<file path="src/rtl/cpu_pkg.sv">
// cpu_pkg: shared instruction type and the idle NOP word (addi x0,x0,0).
package cpu_pkg;
  typedef logic [31:0] instr_t;
  localparam instr_t NOP_INSTR = 32'h0000_0013;
endpackage

</file>
<file path="src/rtl/instr_fifo.sv">
// instr_fifo: DEPTH-entry synchronous FIFO with occupancy level and a clear used for flush.
module instr_fifo
  import cpu_pkg::*;
#(
  parameter int DEPTH = 4,
  localparam int AW = $clog2(DEPTH),
  localparam int LW = $clog2(DEPTH + 1)
) (
  input  logic          clk,
  input  logic          rst,
  input  logic          clear,
  input  logic          push,
  input  instr_t        wdata,
  input  logic          pop,
  output instr_t        rdata,
  output logic          full,
  output logic          empty,
  output logic [LW-1:0] level
);
  logic [AW:0] r_wr, r_rd;
  logic [AW:0] w_lvl;
  instr_t      r_mem [DEPTH];
  // Pointers carry an extra wrap bit so full and empty are distinguishable.
  assign w_lvl = r_wr - r_rd;
  assign full  = w_lvl == (AW + 1)'(DEPTH);
  assign empty = r_wr == r_rd;
  assign level = LW'(w_lvl);
  assign rdata = r_mem[r_rd[AW-1:0]];
  always_ff @(posedge clk or negedge rst) begin
    if (!rst) begin
      r_wr <= '0;
      r_rd <= '0;
    end else if (clear) begin
      r_wr <= '0;
      r_rd <= '0;
    end else begin
      if (push && !full) r_wr <= r_wr + (AW + 1)'(1);
      if (pop && !empty) r_rd <= r_rd + (AW + 1)'(1);
    end
  end
  always_ff @(posedge clk) begin
    if (push && !full && !clear) r_mem[r_wr[AW-1:0]] <= wdata;
  end
endmodule

</file>
<file path="src/rtl/instr_issue_arbiter.sv">
// instr_issue_arbiter: round-robin arbitration of instruction sources into a FIFO,
// issued to the CPU one per clock with stall, flush and idle-NOP handling.
module instr_issue_arbiter
  import cpu_pkg::*;
#(
  parameter int     NREQ  = 2,
  parameter int     DEPTH = 4,
  parameter instr_t NOP   = NOP_INSTR,
  localparam int GW = $clog2(NREQ),
  localparam int LW = $clog2(DEPTH + 1)
) (
  input  logic             clk,
  input  logic             rst,
  input  logic [NREQ-1:0]    req_valid,
  input  logic [NREQ*32-1:0] req_instr,
  output logic [NREQ-1:0]    req_ready,
  input  logic             cpu_stall,
  input  logic             flush,
  output instr_t           instr,
  output logic             instr_valid,
  output logic [31:0]      issued_cnt,
  output logic [LW-1:0]    fifo_level
);
  logic [GW-1:0] r_ptr, w_grant, w_idx;
  logic          w_any, w_full, w_empty, w_push, w_pop;
  instr_t        w_head, w_wdata, r_instr;
  logic          r_valid;
  logic [31:0]   r_issued_cnt;
  // Scan downward so the requester closest above ptr is the last (winning) match.
  always_comb begin
    w_grant = r_ptr;
    w_any   = 1'b0;
    w_idx   = '0;
    for (int k = NREQ - 1; k >= 0; k--) begin
      w_idx = GW'((int'(r_ptr) + k) % NREQ);
      if (req_valid[w_idx]) begin
        w_grant = w_idx;
        w_any   = 1'b1;
      end
    end
  end
  always_comb begin
    req_ready = '0;
    if (rst && !flush && !w_full && w_any) req_ready[w_grant] = 1'b1;
  end
  assign w_push      = |(req_valid & req_ready);
  assign w_pop       = !flush && !cpu_stall && !w_empty;
  assign w_wdata     = req_instr[{w_grant, 5'b0} +: 32];
  assign instr       = r_instr;
  assign instr_valid = r_valid;
  assign issued_cnt  = r_issued_cnt;
  instr_fifo #(.DEPTH(DEPTH)) u_fifo (
    .clk   (clk),
    .rst   (rst),
    .clear (flush),
    .push  (w_push),
    .wdata (w_wdata),
    .pop   (w_pop),
    .rdata (w_head),
    .full  (w_full),
    .empty (w_empty),
    .level (fifo_level)
  );
  always_ff @(posedge clk or negedge rst) begin
    if (!rst) begin
      r_ptr        <= '0;
      r_instr      <= NOP;
      r_valid      <= 1'b0;
      r_issued_cnt <= '0;
    end else begin
      if (w_push) r_ptr <= (w_grant == GW'(NREQ - 1)) ? '0 : w_grant + GW'(1);
      if (flush) begin
        r_instr <= NOP;
        r_valid <= 1'b0;
      end else if (!cpu_stall) begin
        r_instr      <= w_empty ? NOP : w_head;
        r_valid      <= !w_empty;
        r_issued_cnt <= r_issued_cnt + {31'b0, !w_empty};
      end
    end
  end
endmodule
</file>
<file path="config.mk">
export PLATFORM = sky130hd
export DESIGN_NAME = instr_issue_arbiter
export DESIGN_NICKNAME = d
export VERILOG_FILES = /design/src/rtl/cpu_pkg.sv /design/src/rtl/instr_fifo.sv /design/src/rtl/instr_issue_arbiter.sv
export SDC_FILE = /design/constraint.sdc
export NUM_CORES = 1
export LEC_CHECK = 0
export BUFFER_PORTS_ARGS = -buffer_cell sky130_fd_sc_hd__buf_4
export CORE_MARGIN = 10
export CORE_UTILIZATION = 55
export CTS_CLUSTER_DIAMETER = 100
export DETAILED_ROUTE_END_ITERATION = 12
export GPL_TIMING_DRIVEN = 0
export HOLD_SLACK_MARGIN = 0.15
export PLACE_DENSITY_LB_ADDON = 0.1
export SLEW_MARGIN = 5
export SYNTH_ARGS = -nofsm -noshare
export SYNTH_HDL_FRONTEND = slang
export SYNTH_SLANG_ARGS = --single-unit
</file>
<file path="constraint.sdc">
create_clock -name clk -period 3.8 [get_ports clk]
set_input_delay 0.57 -clock clk [delete_from_list [all_inputs] [get_ports clk]]
set_output_delay 0.57 -clock clk [all_outputs]
set_load 0.01 [all_outputs]
</file>
==> results of run 1 <==
## layer usage
layer  wire [um]  share of wire, %  vias up
li1            -                 -     2130
met1        7030                40     2393
met2        9170                52      167
met3        1190               6.8       18
met4         225               1.3        0
met5           0                 0        -
## cell type report
cell class	count	area (sq um)
multi-input cells	238	2380
plain buffers	19	83.8
clock inverters	10	93.8
fillers	1000	4470
repair buffers	143	1140
well taps	184	230
inverters	8	30.0
flip-flops and latches	200	5650
clock buffers	22	464
## worst max path at each step
stage,endpoint,slack [ns],cells past startpoint
floorplan,u_fifo.r_mem[3][0],0.31,6
global placement,u_fifo.r_mem[3][16],-1.08,4
detailed placement,issued_cnt[18],0.25,12
CTS,issued_cnt[18],0.22,12
global route,issued_cnt[20],0.18,12
finish,req_ready[1],0.46,7
## metrics by stage
step / std cells / total power, mW / instance area [sq um] / hold WS [ns]
after floorplan: 465 / 3.21 / 8130 / 0.274
after global placement: 788 / 3.56 / 9400 / 0.463
after detailed placement: 792 / 3.60 / 9510 / 0.484
after CTS: 824 / 5.30 / 10100 / 0.331
after global routing: 824 / 5.47 / 10100 / 0.362
final: 824 / 5.25 / 10100 / 0.284
## cells in the final DEF (no fill, tap or decap), drive strengths merged, types with 2 or more instances in the layout
cell type | netlist | final
edfxtp | 128 | 128
ha | 9 | 9
nand3 | 14 | 14
nand2b | 2 | 2
clkbuf | 10 | 32
xor2 | 9 | 9
buf | 9 | 152
and2 | 6 | 6
nor3 | 6 | 6
inv | 8 | 10
a22o | 29 | 29
a21oi | 3 | 3
nor2 | 14 | 14
nor4 | 4 | 4
nand2 | 18 | 18
nand4 | 8 | 8
and3 | 5 | 5
clkinvlp | 0 | 2
dfrtp | 69 | 69
o22a | 3 | 3
mux4 | 32 | 32
o21ai | 2 | 2
nor3b | 2 | 2
clkinv | 0 | 5
o31ai | 2 | 2
mux2 | 34 | 34
dfstp | 3 | 3
xnor2 | 24 | 24
nand3b | 2 | 2
## kinds of logic after synthesis
logic type / share of synthesized area [%]
muxes: 13.6
and+or+nand+nor: 5.59
buffers and inverters: 1.39
DFF: 69.5
AOI/OAI and AO/OA: 4.46
xor gates and xnor gates: 3.86
adders and majority gates: 1.63
## power by group through the flow
stage | sequential, mW | combinational, mW | clock (mW)
3_3_place_gp | 2.63 | 0.934 | 0
5_1_grt | 2.60 | 1.04 | 1.83
6_report | 2.59 | 0.950 | 1.71
2_1_floorplan | 2.64 | 0.564 | 0
4_1_cts | 2.59 | 0.973 | 1.74
3_5_place_dp | 2.63 | 0.969 | 0
## flip-flops by register name, summed over array words and instances, names as in the netlist
register / count
instr_valid: 1
r_ptr: 1
issued_cnt: 32
instr: 32
u_fifo.r_mem: 128
u_fifo.r_rd: 3
u_fifo.r_wr: 3
==> summary.md, run 1 <==
| Metric | Value |
|---|---|
| Final Core Density | `69.3%` |
| WP data required | `roughly 3.2 ns` |
| Max Cap Viol | `0` |
| P&R area growth vs syn | `23.9%` |
| Fin crit share | `slightly below 90%` |
| Met3 GRT Util | `5.01%` |
| Root Driver | `clkbuf_16` |
| Biggest cell delay along the critical path | `just under 0.6 ns` |
| Worst path cell trace | `inv_1 > ha_1 > fa_1 > xor3_2 > a311oi_2 > and2_1 > buf_4` |
| Initial antenna violation count | `0` |
| CTS Buf Count | `17` |
| Cell Rows | `44` |
| Worst Path Buf+Inv | `2` |
| Slowest cell on crit path | `a311oi_2` |
| RSZ-0062 raised after global routing | `false` |
| Initial Util | `55.9%` |
| Count leader, synth | `edfxtp_1` |
| Post-CTS setup buffers | `0` |
| Busiest grt layer | `met2` |
| Pwr Density | `~520 mW/mm^2` |
| Part of the power in the clock network | `~33%` |
| Vias in the first global route | `slightly above 5k` |
| Outcome | `complete, no violations` |
| Leakage power | `about 4.0 nW` |
| CTS Hold Bufs | `0` |
| Placer congestion estimate | `roughly 0.77` |
| Number of cells on the worst reg-to-reg path | `12` |
| H-tree Lvls | `4` |
| Clock latency on the worst-skew pair | `~0.43 ns` |
| Top delay family on crit path | `adder cells` |
| Top cell type's share of synthesized area | `47.3%` |
| Worst Setup SP | `u_fifo.r_wr[0]` |
| GR Util met2 | `a little under a third` |
| Crit. End Element | `output pin` |
| Synth top cells by count | `edfxtp_1 (128), dfrtp_1 (69), mux2_2 (34), mux4_2 (32), a22o_1 (29)` |
| Syn Inst Count | `465` |
| Reg power frac | `about half` |
| Met1 Use GR | `20.9%` |
| CP Class | `reg -> out` |
| Final wirelength | `approximately 18 mm` |
| Input/output buffers | `139` |
| Register area share after synthesis | `69.5%` |
| Routed Antenna Nets | `0` |
| Ys flop type | `edfxtp_1` |
| Share of flip-flops with an asynchronous set or reset | `36.0%` |
| Flop-to-flop setup slack | `0.49 ns` |
| Syn avg cell area | `between 15 and 20 sq um` |
| Layout cells sized above 1 | `around 40%` |
| Die ar. | `~0.020 sq mm` |
| Critical path fanouts, max | `8` |
| Final hold vios | `0` |
| # diodes | `0` |
| Mapped Nets | `between 500 and 600` |
| NumNets Final | `707` |
| Drt wl/cell | `approximately 21 um` |
| Reg2reg start | `u_fifo.r_rd[1]` |
| Pins Over Slew Limit | `0` |
| Max_slew headroom | `roughly 37%` |
| Warning count from the yosys run | `0` |
| CTS tree | `yes` |
| Worst setup SP type | `flop` |
| Final min period | `3.34 ns` |
| Initial drt markers | `281` |
| I/O pin cnt | `between 100 and 150` |
| Top post-synthesis cells by area | `edfxtp_1 (47%), dfrtp_1 (21%), mux4_2 (8.9%)` |
| First-pass GRT wire length | `27.4 mm` |
| Skew final | `about 0.012 ns` |
| Comb pwr share | `between 10% and 20%` |
| Vias per cell | `about 5.7` |
| Sink Count | `200` |
| Fin Setup TNS | `0 ns` |
| PnR worst setup slack | `0.460 ns` |
| Synth Cell Area | `0.00813 sq mm` |
| Worst Tran Pin Value | `approximately 0.95 ns` |
| Total GRT Usage | `roughly 18%` |
| Clk slew on worst S/H paths | `roughly 0.070 ns` |
| Post-DP HPWL | `roughly 12 mm` |
| Die Y-Extent | `around 140 um` |
| FF+latch count, synth | `200` |
| Critical path arrival | `~2.8 ns` |
| Router iterations before antenna repair | `4` |
| Worst min path class | `in -> async` |
| # resized after CTS | `0` |
| # setup viols final | `0` |
| Clock tree buffer depth | `2` |
| Post-synth cell types | `39` |
| Residual DRC | `0` |
| Core region area | `0.0145 sq mm` |
| Die X | `between 100 and 150 um` |
| Vias | `approximately 4.7k` |
| Pin count of the biggest net entering global routing | `74` |
| Post-Place Setup Slack | `between 0.2 and 0.25 ns` |
| Highest clock rate | `between 0.2 and 0.3 GHz` |
| Grt total ovfl | `0` |
| Leading area contributor after synthesis | `edfxtp_1` |
| Reg2reg end | `issued_cnt[18]` |
| Sw frac | `25.0%` |
| NetSw | `1.31 mW` |
| Int Pwr | `roughly 3.9 mW` |
| EDFF count, synth | `around 130` |
| Peak supply drop | `roughly 0.34 mV` |
No activity file was read; power rests on OpenSTA's default activity.
==> run 2, diff against run 1 <==
RECOVER_POWER = 50   (was not set)
==> summary.md, run 2 (synthesis results as in run 1) <==
| Metric | Value |
|---|---|
| CTS Buf Count | `17` |
| Outcome | `complete, no violations` |
| Tot Pwr | `5.18 mW` |
| Routed Antenna Nets | `0` |
| Post-Place Setup Slack | `approximately 0.25 ns` |
| Clock tree buffer depth | `2` |
| Fin Setup TNS | `0 ns` |
| CP endpoint | `issued_cnt[18]` |
| Highest clock rate | `0.299 GHz` |
| First-pass GRT wire length | `about 27 mm` |
| Final min period | `between 3 and 4 ns` |
| CTS tree | `yes` |
| Cell Rows | `between 40 and 50` |
| PnR worst setup slack | `0.452 ns` |
| Crit. End Element | `flop` |
| Fin crit share | `between 80% and 90%` |
| Worst Setup SP | `u_fifo.r_rd[1]` |
| Layout cells sized above 1 | `25.9%` |
| Number of cells on the worst reg-to-reg path | `12` |
| Initial Util | `between 50 and 60%` |
| Commonest non-fill, non-tap cell in the layout | `edfxtp_1` |
| RSZ-0062 raised after global routing | `false` |
| Vias in the first global route | `between 5k and 6k` |
| Initial antenna violation count | `0` |
| # resized after CTS | `0` |
| Die Y-Extent | `142 um` |
| # setup viols final | `0` |
| Input/output buffers | `approximately 140` |
| Pin count of the biggest net entering global routing | `74` |
| Sink Count | `200` |
| Flop-to-flop setup slack | `between 0.4 and 0.5 ns` |
| Pwr Density | `between 500 and 600 mW/mm^2` |
| I/O pin cnt | `140` |
| Drt wl/cell | `roughly 22 um` |
| Worst Tran Pin Value | `0.942 ns` |
| Max Cap Viol | `0` |
| Residual DRC | `0` |
| Worst min path class | `in -> async` |
| CTS Hold Bufs | `0` |
| Core region area | `0.0145 sq mm` |
| Pins Over Slew Limit | `0` |
| Worst setup SP type | `flop` |
| Router iterations before antenna repair | `4` |
| Skew final | `0.0133 ns` |
| # diodes | `0` |
| Reg2reg start | `u_fifo.r_rd[1]` |
| P&R area growth vs syn | `20.9%` |
| Clock latency on the worst-skew pair | `0.44 ns` |
| Post-CTS setup buffers | `0` |
| Grt total ovfl | `0` |
| Vias | `4,704` |
| Critical path arrival | `about 3.7 ns` |
| Most frequent cells in the layout | `edfxtp_1 (128), clkbuf_1 (77), buf_4 (76)` |
| Clk slew on worst S/H paths | `about 0.07 ns` |
| Peak supply drop | `between 0.3 and 0.4 mV` |
| Reg2reg end | `issued_cnt[18]` |
| Max_slew headroom | `36.8%` |
| Critical path fanouts, max | `10` |
| Total GRT Usage | `between 15 and 20%` |
| Placer congestion estimate | `0.767` |
| Die ar. | `0.0200 sq mm` |
| Initial drt markers | `~260` |
| H-tree Lvls | `4` |
| Largest register FFs | `between 100 and 150` |
| Post-DP HPWL | `roughly 12 mm` |
| NumNets Final | `approximately 700` |
| Final hold vios | `0` |
| Vias per cell | `about 5.7` |
| Root Driver | `clkbuf_16` |
| Leakage power | `~3.7 nW` |
| Die X | `approximately 140 um` |
| CP Class | `reg -> reg` |
| Final wirelength | `17.7 mm` |
| WP data required | `4.14 ns` |
==> run 2: layout make-up <==
class / count / area, sq um
Timing Repair Buffer: 143 / 902
Fill cell: 1064 / 4700
Buffer: 19 / 81.3
Sequential cell: 200 / 5650
Tap cell: 184 / 230
Multi-Input combinational cell: 238 / 2380
Clock buffer: 22 / 464
Clock inverter: 10 / 93.8
Inverter: 8 / 30.0
==> run 2: worst max-delay path, stage by stage, from the launching register on <==
cell	delay (ns)
dfrtp_1	0.41
clkbuf_1	0.30
clkbuf_2	0.34
inv_1	0.12
ha_1	0.32
and2_0	0.19
nand2_1	0.11
ha_1	0.19
ha_1	0.20
nand2_1	0.13
nor4_4	0.46
nor3b_1	0.30
xor2_1	0.19
==> run 2: through the flow <==
| step | cell area (sq um) | instances | util, % | hold WS [ns] |
|---|---|---|---|---|
| floorplan | 8130 | 465 | - | 0.274 |
| global placement | 9400 | 788 | 64.7 | 0.463 |
| detailed placement | 9510 | 792 | 65.4 | 0.484 |
| CTS | 10100 | 824 | 69.3 | 0.331 |
| global route | 9830 | 824 | 67.6 | 0.362 |
| finish | 9830 | 824 | 67.6 | 0.286 |
==> run 2: worst min-delay path by stage <==
stage | startpoint | endpoint | slack [ns]
global placement | issued_cnt[31] | issued_cnt[31] | 0.46
detailed placement | issued_cnt[31] | issued_cnt[31] | 0.48
CTS | rst | issued_cnt[6] | 0.33
global route | rst | issued_cnt[6] | 0.36
floorplan | rst | instr[10] | 0.27
finish | rst | issued_cnt[6] | 0.29
==> run 2: power breakdown <==
| part | switching, mW | internal (mW) | total, mW |
|---|---|---|---|
| Combinational | 0.466 | 0.417 | 0.883 |
| Sequential | 0.0798 | 2.51 | 2.59 |
| Clock | 0.770 | 0.941 | 1.71 |
==> run 2: per-layer routing <==
layer	up-vias	global-route usage [%]	share of wire, %
met5	-	0	0
met4	0	6.89	1.6
met3	21	5.01	6.3
met2	156	30.1	51
met1	2396	20.9	41
li1	2131	-	-
==> run 3, diff against run 2 <==
PLACE_DENSITY = 0.78   (was not set)
PLACE_DENSITY_LB_ADDON = not set   (was 0.1)
==> summary.md, run 3 (synthesis results as in run 1) <==
| Metric | Value |
|---|---|
| NetSw | `between 1 and 1.5 mW` |
| CTS Buf Count | `17` |
| Vias in the first global route | `~5.2k` |
| Final min period | `3.34 ns` |
| Initial drt markers | `~440` |
| Die Y-Extent | `142 um` |
| Max Cap Viol | `0` |
| Initial Util | `a little under three fifths` |
| Skew final | `slightly below 0.007 ns` |
| # diodes | `0` |
| Most frequent cells in the layout | `edfxtp_1 (128), clkbuf_1 (79), buf_4 (75)` |
| Die X | `roughly 140 um` |
| RSZ-0062 raised after global routing | `false` |
| Pin count of the biggest net entering global routing | `74` |
| Worst Path Buf+Inv | `2` |
| Pins Over Slew Limit | `0` |
| Worst setup SP type | `flop` |
| CTS tree | `yes` |
| Slowest cell on crit path | `o21ai_1` |
| Pwr Density | `between 500 and 600 mW/mm^2` |
| Vias | `between 4k and 5k` |
| Commonest non-fill, non-tap cell in the layout | `edfxtp_1` |
| Final hold vios | `0` |
| Largest register FFs | `approximately 130` |
| Post-CTS setup buffers | `0` |
| First-pass GRT wire length | `between 20 and 30 mm` |
| Reg2reg start | `u_fifo.r_rd[1]` |
| Initial antenna violation count | `0` |
| Worst min path class | `in -> async` |
| Cell Rows | `44` |
| Outcome | `complete, no violations` |
| Int Pwr | `a little over 4 mW` |
| Leakage power | `roughly 3.8 nW` |
| Worst Setup SP | `r_ptr` |
| Die ar. | `between 0.02 and 0.025 sq mm` |
| Placer congestion estimate | `between 0.7 and 0.8` |
| Clk slew on worst S/H paths | `about 0.070 ns` |
| Root Driver | `clkbuf_16` |
| WP data required | `around 3.2 ns` |
| H-tree Lvls | `4` |
| NumNets Final | `about 700` |
| Biggest cell delay along the critical path | `just under 0.8 ns` |
| Clock tree buffer depth | `2` |
| Drt wl/cell | `21.8 um` |
| Layout cells sized above 1 | `25.3%` |
| Fin cells | `between 800 and 900` |
| Input/output buffers | `~140` |
| Flop-to-flop setup slack | `approximately 0.46 ns` |
| Clock latency on the worst-skew pair | `around 0.42 ns` |
| Worst path cell trace | `nor2_1 > o21ai_1 > clkbuf_1 > and2_1 > buf_4` |
| Sink Count | `200` |
| P&R area growth vs syn | `21.8%` |
| Sw frac | `between 20% and 30%` |
| Comb pwr share | `~17%` |
| Fin crit share | `88.0%` |
| Crit. End Element | `output pin` |
| Grt total ovfl | `0` |
| Placed Instances | `around 800` |
| Critical path arrival | `2.77 ns` |
| Vias per cell | `a little under 6` |
| Router iterations before antenna repair | `4` |
| Part of the power in the clock network | `35.6%` |
| Reg power frac | `between 40 and 50%` |
| Highest clock rate | `roughly 0.30 GHz` |
| Critical path fanouts, max | `10` |
| Worst hold slack | `roughly 0.29 ns` |
| I/O pin cnt | `140` |
| Post-DP HPWL | `between 10 and 15 mm` |
| CP Class | `reg -> out` |
| Routed Antenna Nets | `0` |
| Total GRT Usage | `between 10% and 20%` |
| Peak supply drop | `~0.38 mV` |
| Core region area | `approximately 0.015 sq mm` |
| # setup viols final | `0` |
| Max_slew headroom | `31.3%` |
| Worst Tran Pin Value | `around 1 ns` |
| Top delay family on crit path | `buffers and inverters` |
| Residual DRC | `0` |
| Final wirelength | `~18 mm` |
run 3: cell count changes in the layout (fill, tap and decap cells not counted), moves of 2 or more:
| cell | previous run | this run |
|---|---|---|
| bufinv_16 | 1 | 5 |
| clkbuf_1 | 77 | 79 |
| clkinv_1 | 1 | 4 |
| clkinv_2 | 2 | 0 |
| clkinvlp_4 | 2 | 0 |
| inv_6 | 2 | 0 |
run 3: worst reg2reg max path, delay by kind of cell, from the launching register on:
family | cells | cell delay (ns)
XOR/XNOR | 1 | 0.16
adder cells (fa/ha/maj) | 3 | 0.71
flip-flops | 1 | 0.42
buffers and inverters | 3 | 0.80
AND/OR/NAND/NOR | 5 | 1.20
run 3: per-layer routing:
| layer | vias up | track usage (%) | routed length (um) | part of all wire [%] |
|---|---|---|---|---|
| met5 | - | 0 | 0 | 0 |
| met4 | 0 | 6.40 | 325 | 1.8 |
| met3 | 23 | 4.47 | 1160 | 6.4 |
| met2 | 173 | 29.8 | 8900 | 50 |
| met1 | 2428 | 22.5 | 7580 | 42 |
| li1 | 2126 | - | - | - |
run 3: metrics by stage:
step           TNS (ns)  utilization, %  setup WS (ns)  power, mW  area (sq um)
5_1_grt               0            68.1         0.0946       5.62          9900
4_1_cts               0            69.8          0.161       5.52         10100
2_1_floorplan         0               -          0.312       3.21          8130
6_report              0            68.1          0.455       5.41          9900
3_3_place_gp     -54.05            64.7          -1.11       3.56          9400
3_5_place_dp          0            65.5          0.204       3.61          9520
run 3: final timing paths:
check,end,cells past startpoint
hold reg to reg,issued_cnt[31],1
max in group asynchronous,instr[13],1
setup / recovery,req_ready[1],5
hold / removal,issued_cnt[12],1
setup reg to reg,issued_cnt[18],12
min in group clk,issued_cnt[31],1
run 3: repair_timing:
action | 4_1_cts | 5_1_grt
endpoints found under the setup margin | 0 | 13
hold buffers | 0 | 0
gates resized for setup | 0 | 2
run 3: layout make-up:
cell class / instances / area [sq um]
Tap cell: 184 / 230
Timing Repair Buffer: 143 / 906
Clock inverter: 10 / 174
Sequential cell: 200 / 5650
Inverter: 8 / 30.0
Buffer: 19 / 81.3
Clock buffer: 22 / 454
Fill cell: 1007 / 4630
Multi-Input combinational cell: 238 / 2380
run 3: power by group through the flow:
stage	registers [mW]	clock network, mW	logic [mW]
after floorplan	2.64	0	0.564
after global placement	2.63	0	0.937
after detailed placement	2.63	0	0.980
after CTS	2.59	1.94	0.988
after global routing	2.60	2.03	0.986
final	2.59	1.92	0.900
